## config.mk

```make
export PLATFORM = sky130hd
export DESIGN_NAME = sfifo_ctl
export DESIGN_NICKNAME = d
export VERILOG_FILES = /design/src/rtl/sfifo_ctl.sv
export SDC_FILE = /design/constraint.sdc
export NUM_CORES = 1
export LEC_CHECK = 0
export CORE_MARGIN = 1.5
export CORE_UTILIZATION = 60
export DETAILED_ROUTE_END_ITERATION = 8
export HOLD_SLACK_MARGIN = 0.02
export PLACE_DENSITY_LB_ADDON = 0.2
export SLEW_MARGIN = 20
export SYNTH_ARGS = -nofsm -noshare
export SYNTH_HDL_FRONTEND = slang
export SYNTH_SLANG_ARGS = --single-unit
```

## constraint.sdc

```tcl
create_clock -name clk -period 5.4 [get_ports clk]
set_clock_uncertainty 0.2 [all_clocks]
set_input_delay 0.81 -clock clk [delete_from_list [all_inputs] [get_ports clk]]
set_output_delay 0.81 -clock clk [all_outputs]
set_load 0.005 [all_outputs]
```

## src/rtl/sfifo_ctl.sv

```systemverilog
// Single-clock FIFO controller with flop storage, occupancy count, watermark flags,
// sticky error flags and selectable standard / first-word-fall-through read.
module sfifo_ctl #(
   parameter int DW       = 24,
   parameter int AW       = 4,
   parameter int PW       = AW + 1,
   parameter int HEADROOM = 2,
   parameter int LOWMARK  = 1,
   parameter int FWFT     = 0
) (
   input  logic          clk,
   input  logic          rst_n,
   input  logic          push,
   input  logic [DW-1:0] data_in,
   output logic          full,
   output logic          alFull,
   input  logic          pop,
   output logic          vld,
   output logic [DW-1:0] data_out,
   output logic          empty,
   output logic          alEmpty,
   output logic [PW-1:0] count,
   output logic          overflow,
   output logic          underflow,
   input  logic          clr_err
);

   localparam int            DEPTH       = 1 << AW;
   localparam logic [PW-1:0] DEPTH_CNT   = PW'(DEPTH);
   localparam logic [PW-1:0] AFULL_MARK  = PW'(DEPTH - HEADROOM);
   localparam logic [PW-1:0] AEMPTY_MARK = PW'(LOWMARK);

   logic [PW-1:0] wr_ptr_reg, wr_ptr_next;
   logic [PW-1:0] rd_ptr_reg, rd_ptr_next;
   logic [PW-1:0] count_int;
   logic          full_int, empty_int;
   logic          push_ok, pop_ok;
   logic [AW-1:0] wr_addr, rd_addr;
   logic [DW-1:0] mem_q [DEPTH];
   logic [DW-1:0] head;
   logic          overflow_reg, overflow_next;
   logic          underflow_reg, underflow_next;

   // Occupancy and every flag come only from the registered pointers.
   assign count_int = wr_ptr_reg - rd_ptr_reg;
   assign full_int  = (count_int == DEPTH_CNT);
   assign empty_int = (count_int == '0);

   // Acceptance looks at current state only: a same-cycle pop never makes room,
   // and a same-cycle push never supplies data.
   assign push_ok = push & ~full_int;
   assign pop_ok  = pop & ~empty_int;

   assign wr_addr = wr_ptr_reg[AW-1:0];
   assign rd_addr = rd_ptr_reg[AW-1:0];

   always_comb begin
      wr_ptr_next = wr_ptr_reg;
      rd_ptr_next = rd_ptr_reg;
      if (push_ok) wr_ptr_next = wr_ptr_reg + 1'b1;
      if (pop_ok)  rd_ptr_next = rd_ptr_reg + 1'b1;
   end

   always_ff @(posedge clk or negedge rst_n) begin
      if (!rst_n) begin
         wr_ptr_reg <= '0;
         rd_ptr_reg <= '0;
      end else begin
         wr_ptr_reg <= wr_ptr_next;
         rd_ptr_reg <= rd_ptr_next;
      end
   end

   // Storage words are deliberately left out of reset.
   genvar gi;
   generate
      for (gi = 0; gi < DEPTH; gi++) begin : g_mem
         logic [DW-1:0] word_reg;
         always_ff @(posedge clk) begin
            if (push_ok && (wr_addr == AW'(gi))) word_reg <= data_in;
         end
         assign mem_q[gi] = word_reg;
      end
   endgenerate

   assign head = mem_q[rd_addr];

   generate
      if (FWFT != 0) begin : g_fwft
         // Head entry is presented directly; forced to zero while empty so reset reads 0.
         assign vld      = ~empty_int;
         assign data_out = empty_int ? '0 : head;
      end else begin : g_std
         logic          vld_reg;
         logic [DW-1:0] dout_reg;
         always_ff @(posedge clk or negedge rst_n) begin
            if (!rst_n) begin
               vld_reg  <= 1'b0;
               dout_reg <= '0;
            end else begin
               vld_reg <= pop_ok;
               if (pop_ok) dout_reg <= head;
            end
         end
         assign vld      = vld_reg;
         assign data_out = dout_reg;
      end
   endgenerate

   // A new error event takes priority over a same-cycle clear.
   always_comb begin
      overflow_next  = overflow_reg;
      underflow_next = underflow_reg;
      if (clr_err) begin
         overflow_next  = 1'b0;
         underflow_next = 1'b0;
      end
      if (push && full_int)  overflow_next  = 1'b1;
      if (pop && empty_int)  underflow_next = 1'b1;
   end

   always_ff @(posedge clk or negedge rst_n) begin
      if (!rst_n) begin
         overflow_reg  <= 1'b0;
         underflow_reg <= 1'b0;
      end else begin
         overflow_reg  <= overflow_next;
         underflow_reg <= underflow_next;
      end
   end

   assign full      = full_int;
   assign empty     = empty_int;
   assign alFull    = (count_int >= AFULL_MARK);
   assign alEmpty   = (count_int <= AEMPTY_MARK);
   assign count     = count_int;
   assign overflow  = overflow_reg;
   assign underflow = underflow_reg;

endmodule

```

==> reports/qor.txt, run 1 <==
Critical Path Source: wr_ptr_reg[0]$_DFFE_PN0P_
Syn_nets: 779
Initial DRC count: 782
Crit path launch type: flip-flop
Core ar.: 26300 um^2
Avg Vias per Cell: 6.47
Initial DRT Pass Iterations: 5
# hold bufs at CTS: 0
Num Clock Sinks: 421
Placed instance count: 1129
Max-cap violations: 0
Main synth FF type: edfxtp_1
CP Max Fanout: 7
Finished Layout Cells: 1204
Setup repair bufs after CTS: 0
Worst Setup End Kind: output port
Grt ovf: 0
Worst IR Drop VDD: 0.000314 V
Mean area per synthesized cell: 21.8 um^2
Worst r2r dst: g_mem[9].word_reg[5]$_DFFE_PP_
Finished Cell Area: 18500 um^2
Seq/Total Area, Yosys: 0.771
FF/Latch Area: 12500 um^2
Switching part of the total: 0.295
Global placement routability congestion: 0.801
Min-Delay Path Class: primary input to asynchronous set/reset pin
R2R Path Start: wr_ptr_reg[0]$_DFFE_PN0P_
Htree depth: 2
Number of flip-flops under the largest register name: 384
Synth Instances: 740
Length in cells of the worst reg-to-reg path: 10
Most frequent cells in the layout: 384 x edfxtp_1, 96 x mux4_2, 63 x clkdlybuf4s50_1
Clock Latency Late Sink: 540 ps
Yosys reg bits: 421
Internal power: 7.17 mW
Total vias in the final route: 7793
Most common cell after layout, fill and taps aside: edfxtp_1
Last element of the critical path: full
Longest Clk Path Bufs: 3
DR DRC count: 0
Final Util: 0.706
Reg power frac: 0.414
Worst endpoint data arrival time: 3260 ps
Outcome: finished clean
Area of placed instances: 17300 um^2
Share of cells above drive strength 1: 0.264
Final Slew Violations: 0
Crit Path Class: flip-flop to output port
Die H: 167 um
Setup TNS: 0 ps
PortBufs: 64
CTS buffer count: 41
Period utilisation layout: 0.791
Post-CTS sizing: 0
Dpl hpwl: 17200 um
Final setup violation count: 0
Tmin final: 4270 ps
Largest net degree at the start of global routing: 56
Slew HR: 0.391
Psw: 2.99 mW
Reg2Reg Setup Slack: 1650 ps
Post-synth EDFFs: 384
Clk network pwr share: 0.269
Root buffer cell: clkbuf_16
Number of global-route vias before repair: 8225
Filler cells: 1572
# IOs: 65
Peak Freq: 234 MHz
Total power: 10.2 mW
RSZ-0062 raised after global routing: no
Post-route ant nets: 0
Starting density of the core: 0.615
Hold violation total from the final report: 0
Area growth syn-to-layout: 14.8%
Critical Path RT: 4390 ps
Async SR Flop Fraction: 0.0879
Cell row count: 59
Slew @ Worst Pin: 914 ps
CTS tree: yes
Wire per inst: 28.2 um
Die area: 27900 um^2
Netlist cell types: 36
GRT Util Overall: 0.254
Power per standard cell area: 548 nW/um^2
Cell Area, Synth: 16200 um^2
Warning count from the yosys run: 0
Clk slew on worst S/H paths: 70 ps
Initial antenna violation count: 0
Leak: 6.09 nW
Antenna cells: 0
Logic gate share of total power: 0.317
Fin nets: 876
First-pass GRT wire length: 51200 um
Area of the multi-input gates: 3510 um^2
Routed wire length: 33900 um
Die span in x: 167 um
-- through the flow --
step | worst slack, ps | hold slack, ps
2_1_floorplan | 1240 | 286
3_3_place_gp | 1770 | 289
3_5_place_dp | 1690 | 300
4_1_cts | 1130 | 207
5_1_grt | 954 | 239
6_report | 1130 | 207
-- kinds of logic after synthesis --
family / after synthesis / synth area share
AOI/OAI and AO/OA: 59 / 0.0241
xor gates and xnor gates: 11 / 0.00596
adders and majority gates: 10 / 0.00821
buffers and inverters: 48 / 0.0149
DFF: 421 / 0.771
muxes: 121 / 0.155
and+or+nand+nor: 70 / 0.0204
-- worst min-delay path by stage --
| stage | depth (start not counted) | startpoint | end |
|---|---|---|---|
| after CTS | 2 | rst_n | wr_ptr_reg[4]$_DFFE_PN0P_ |
| after floorplan | 1 | rd_ptr_reg[3]$_DFFE_PN0P_ | rd_ptr_reg[3]$_DFFE_PN0P_ |
| after global placement | 1 | data_out[3]$_DFFE_PN0P_ | data_out[3]$_DFFE_PN0P_ |
| after detailed placement | 1 | underflow$_DFFE_PN0P_ | underflow$_DFFE_PN0P_ |
| after global routing | 2 | rst_n | data_out[19]$_DFFE_PN0P_ |
| final | 2 | rst_n | wr_ptr_reg[4]$_DFFE_PN0P_ |
-- critical path, cell delays in order (launching register included) --
cell and delay, ps:
dfrtp_1 420, inv_1 150, ha_1 180, inv_1 60
fa_1 410, xor2_1 210, nor3_1 330, o221ai_2 260
inv_2 180, clkdlybuf4s50_1 530
-- synth_stat cells (2+ instances only) --
| cell | n | share of area |
|---|---|---|
| nand2b_1 | 2 | 0.00077 |
| nand4_1 | 2 | 0.00077 |
| a22o_1 | 2 | 0.0011 |
| a21oi_1 | 4 | 0.0012 |
| mux2_4 | 18 | 0.017 |
| edfxtp_1 | 384 | 0.71 |
| o22ai_1 | 48 | 0.019 |
| buf_1 | 2 | 0.00046 |
| xor2_1 | 4 | 0.0022 |
| o221ai_2 | 2 | 0.0019 |
| nor2_1 | 38 | 0.0088 |
| nand2_1 | 6 | 0.0014 |
| buf_6 | 4 | 0.0028 |
| buf_8 | 2 | 0.0019 |
| dfrtp_1 | 37 | 0.057 |
| buf_2 | 7 | 0.0022 |
| mux4_2 | 96 | 0.13 |
| clkbuf_1 | 21 | 0.0049 |
| xnor2_1 | 7 | 0.0038 |
| mux2_2 | 7 | 0.0049 |
| and3_1 | 3 | 0.0012 |
| nand3_1 | 8 | 0.0025 |
| ha_1 | 9 | 0.0070 |
| nor3_1 | 5 | 0.0015 |
| inv_1 | 11 | 0.0026 |
-- power by group through the flow --
stage                     clock network (mW)  logic, mW  registers (mW)
after floorplan                            0       2.17            4.21
after detailed placement                   0       3.23            4.28
final                                   2.73       3.22            4.21
after CTS                               2.77       3.25            4.21
after global routing                    2.89       3.46            4.25
after global placement                     0       3.13            4.25
-- metal layers --
| layer | GRT usage | vias to the layer above | wire (um) |
|---|---|---|---|
| met2 | 0.402 | 383 | 16600 |
| met5 | 0 | - | 0 |
| met3 | 0.0503 | 66 | 2950 |
| met4 | 0.0779 | 0 | 800 |
| li1 | - | 3259 | - |
| met1 | 0.366 | 4085 | 13600 |
-- final cells by class --
| cell class | instances | share of cell area |
|---|---|---|
| clock buffers | 58 | 0.0615 |
| clock inverters | 17 | 0.00755 |
| inverters | 12 | 0.00243 |
| multi-input cells | 271 | 0.189 |
| flip-flops and latches | 421 | 0.672 |
| well taps | 335 | 0.0226 |
| repair buffers | 90 | 0.0450 |
Power figures use the tool's default switching activity.
==> run 2: changes to the inputs <==
CORE_UTILIZATION = 54   (was 60)
clock period = 3.7 ns   (was 5.4 ns; I/O delays follow)
==> reports/qor.txt, run 2 (same netlist as run 1, synthesis figures left out) <==
CP Max Fanout: 4
PortBufs: 64
Num Clock Sinks: 421
Longest Clk Path Bufs: 3
Slew @ Worst Pin: 991 ps
Clock Latency Late Sink: 540 ps
Final Slew Violations: 0
Grt ovf: 0
Routed wire length: 34400 um
Share of cells above drive strength 1: 0.288
Worst endpoint data arrival time: 2830 ps
Initial DRC count: 800
CTS tree: yes
Area of placed instances: 17600 um^2
Min-Delay Path Class: flip-flop to flip-flop
Power per standard cell area: 811 nW/um^2
Die span in x: 176 um
Global placement routability congestion: 0.800
Worst IR Drop VDD: 0.000592 V
Clk slew on worst S/H paths: 70 ps
Root buffer cell: clkbuf_16
Most common cell after layout, fill and taps aside: edfxtp_1
Die area: 31000 um^2
Slew HR: 0.338
GRT Util Overall: 0.232
Tmin final: 3590 ps
Cell row count: 63
Hold violation total from the final report: 0
Dpl hpwl: 17700 um
Most frequent cells in the layout: 384 x edfxtp_1, 96 x mux4_2, 61 x clkdlybuf4s50_1
Period utilisation layout: 0.969
Crit path launch type: flip-flop
Worst Hold Slack: 304 ps
Antenna cells: 0
RSZ-0062 raised after global routing: no
Fin nets: 892
Leak: 6.34 nW
Number of flip-flops under the largest register name: 384
Area growth syn-to-layout: 18.6%
Crit Path Class: flip-flop to output port
Initial DRT Pass Iterations: 5
Starting density of the core: 0.547
Max-cap violations: 0
DR DRC count: 0
Peak Freq: 279 MHz
Post-route ant nets: 0
Largest net degree at the start of global routing: 100
# IOs: 65
Initial antenna violation count: 1
Outcome: finished clean
Critical Path RT: 2940 ps
CTS buffer count: 43
Number of global-route vias before repair: 8085
Finished Cell Area: 19200 um^2
Worst Setup End Kind: output port
Final setup violation count: 0
Core ar.: 29600 um^2
Htree depth: 2
Wire per inst: 26.9 um
First-pass GRT wire length: 51600 um
Avg Vias per Cell: 6.06
Total vias in the final route: 7743
Die H: 176 um
-- run 2: repair_timing --
item                       4_1_cts  5_1_grt
hold buffers                     1        0
hold endpoints to repair        27        0
setup endpoints to repair        3        4
pin swaps                        1        1
setup buffers                    1        7
resized for setup                3        7
-- run 2: layout make-up --
cell class	count	area (um^2)
repair buffers	104	1130
well taps	390	488
clock inverters	23	275
clock buffers	57	1200
inverters	12	45.0
multi-input cells	271	3570
flip-flops and latches	421	12500
fillers	1943	10400
-- run 2: critical path, stage by stage (launching register included) --
cell and delay [ps]:
dfrtp_1 400, inv_2 80, ha_2 180, inv_1 50
fa_2 370, xor2_2 190, nor3_4 250, o221ai_4 160
inv_2 110, clkdlybuf4s50_1 500
-- run 2: metal layers --
metal,global-route usage,vias up,routed length (um)
met4,0.0556,0,594
met2,0.372,286,16900
met1,0.341,4094,14700
li1,-,3310,-
met5,0,-,0
met3,0.0362,53,2220
-- run 2: final timing paths --
check / start / end / slack [ps] / cells after the start
max: wr_ptr_reg[0]$_DFFE_PN0P_ / full / 110 / 9
min: data_out[3]$_DFFE_PN0P_ / data_out[3]$_DFFE_PN0P_ / 300 / 1
max reg2reg: wr_ptr_reg[0]$_DFFE_PN0P_ / data_out[17]$_DFFE_PN0P_ / 560 / 12
min reg2reg: data_out[3]$_DFFE_PN0P_ / data_out[3]$_DFFE_PN0P_ / 300 / 1
max in group asynchronous: rst_n / data_out[7]$_DFFE_PN0P_ / 2140 / 3
min in group asynchronous: rst_n / overflow$_DFFE_PN0P_ / 450 / 2
-- run 2: report_power, final --
part	internal (mW)	switching (mW)	leakage (nW)
sequential	5.87	0.262	3.89
clock	2.71	1.74	0.726
combinational	2.46	2.51	1.72
-- run 2: metrics by stage --
stage,cells,utilization,power [mW],setup WS (ps),setup TNS (ps)
after detailed placement,1189,0.595,11.1,272,0
after global placement,1189,0.595,10.9,411,0
after CTS,1271,0.646,15.5,-110,-110
final,1278,0.648,15.6,114,0
after floorplan,740,-,9.32,175,0
after global routing,1278,0.648,16.2,9.20,0
==> run 3: changes to the inputs <==
CORE_MARGIN = 2   (was 1.5)
SKIP_LAST_GASP = 1   (was unset)
==> reports/qor.txt, run 3 (same netlist as run 1, synthesis figures left out) <==
CP Cell Sequence: inv_2 > ha_1 > inv_1 > fa_2 > nand3_1 > a21oi_1 > nor2_1 > a31o_2 > clkdlybuf4s50_1
Core ar.: 29600 um^2
Die area: 31300 um^2
Clock Latency Late Sink: 530 ps
Worst IR Drop VDD: 0.000628 V
Wire per inst: 25.6 um
Grt ovf: 0
# IOs: 65
Min-Delay Path Class: flip-flop to flip-flop
Most frequent cells in the layout: 384 x edfxtp_1, 96 x mux4_2, 62 x clkdlybuf4s50_1
First-pass GRT wire length: 50000 um
Slew @ Worst Pin: 862 ps
DR DRC count: 0
Root buffer cell: clkbuf_16
Avg Vias per Cell: 6.00
Worst Setup End Kind: output port
CP Max Fanout: 4
Initial DRC count: 687
Finished Layout Cells: 1273
CTS tree: yes
Dpl hpwl: 18000 um
Routed wire length: 32600 um
Longest Clk Path Bufs: 3
Peak Freq: 280 MHz
CTS buffer count: 42
Total power: 15.1 mW
Slowest cell on the critical path: clkdlybuf4s50_1
Worst Hold Slack: 303 ps
RSZ-0062 raised after global routing: no
Htree depth: 2
Die span in x: 177 um
Number of global-route vias before repair: 8233
Power per standard cell area: 801 nW/um^2
CP bufs+invs: 3
Outcome: finished clean
Initial antenna violation count: 1
Number of flip-flops under the largest register name: 384
Period utilisation layout: 0.967
Worst path top cell family by delay: buffers and inverters
Slew HR: 0.425
Most common cell after layout, fill and taps aside: edfxtp_1
Post-route ant nets: 0
Total vias in the final route: 7634
Final setup violation count: 0
Die H: 177 um
Critical Path RT: 2940 ps
Largest net degree at the start of global routing: 100
Placed instance count: 1189
Crit Path Class: flip-flop to output port
Worst endpoint data arrival time: 2820 ps
Fin nets: 887
Crit path launch type: flip-flop
Hold violation total from the final report: 0
Share of cells above drive strength 1: 0.280
Initial DRT Pass Iterations: 7
Max-cap violations: 0
Tmin final: 3580 ps
Num Clock Sinks: 421
Cell row count: 63
Leak: 6.23 nW
Global placement routability congestion: 0.788
Area growth syn-to-layout: 17.0%
Worst path max stage delay: 490 ps
GRT Util Overall: 0.218
Starting density of the core: 0.547
Setup TNS: 0 ps
PortBufs: 64
Clk slew on worst S/H paths: 60 ps
Final Slew Violations: 0
## run 3: cell types whose count changed in the layout (fill, tap and decap cells not counted), moves of 3 or more
cell and delta:
buf_4 +6, buf_12 -9, bufinv_16 -3, clkinv_1 +4, clkbuf_8 -3
## run 3: cell type report
class,instances,area (um^2)
sequential,421,12500
fill,1955,10600
multi-input combinational,271,3570
clock buffer,54,1160
timing repair buffer,100,988
tap,390,488
clock inverter,24,189
inverter,12,45.0
antenna,1,2.50
## run 3: final timing paths
check	start	end	slack, ps	cells past startpoint
setup reg to reg	wr_ptr_reg[0]$_DFFE_PN0P_	g_mem[3].word_reg[7]$_DFFE_PP_	430	11
max in group asynchronous	rst_n	rd_ptr_reg[0]$_DFFE_PN0P_	2470	2
hold reg to reg	data_out[23]$_DFFE_PN0P_	data_out[23]$_DFFE_PN0P_	300	1
setup / recovery	wr_ptr_reg[0]$_DFFE_PN0P_	alFull	120	9
hold / removal	data_out[23]$_DFFE_PN0P_	data_out[23]$_DFFE_PN0P_	300	1
min in group asynchronous	rst_n	overflow$_DFFE_PN0P_	370	2
## run 3: layer usage
metal	global-route usage	share of wire	up-vias	wire (um)
li1	-	-	3291	-
met1	0.297	0.41	4027	13400
met2	0.363	0.51	250	16600
met3	0.0427	0.057	66	1850
met4	0.0644	0.024	0	786
met5	0	0	-	0
## run 3: through the flow
step / cell area, um^2 / utilization / worst slack [ps]
after floorplan: 16200 / - / 175
after global placement: 17500 / 0.591 / 404
after detailed placement: 17500 / 0.591 / 292
after CTS: 18900 / 0.638 / 0.838
after global routing: 18900 / 0.640 / 22.5
final: 18900 / 0.640 / 123
## run 3: report_power, final
group	leakage (nW)	switching [mW]	internal [mW]
sequential	3.89	0.248	5.87
combinational	1.67	2.51	2.41
clock	0.663	1.68	2.42
total	6.23	4.44	10.7
## run 3: what timing repair did
action | 4_1_cts | 5_1_grt
endpoints found under the hold margin | 0 | 37
pin swaps | 1 | 1
gates resized for setup | 4 | 5
hold buffers | 0 | 1
setup endpoints to repair | 3 | 3
setup buffers | 4 | 0
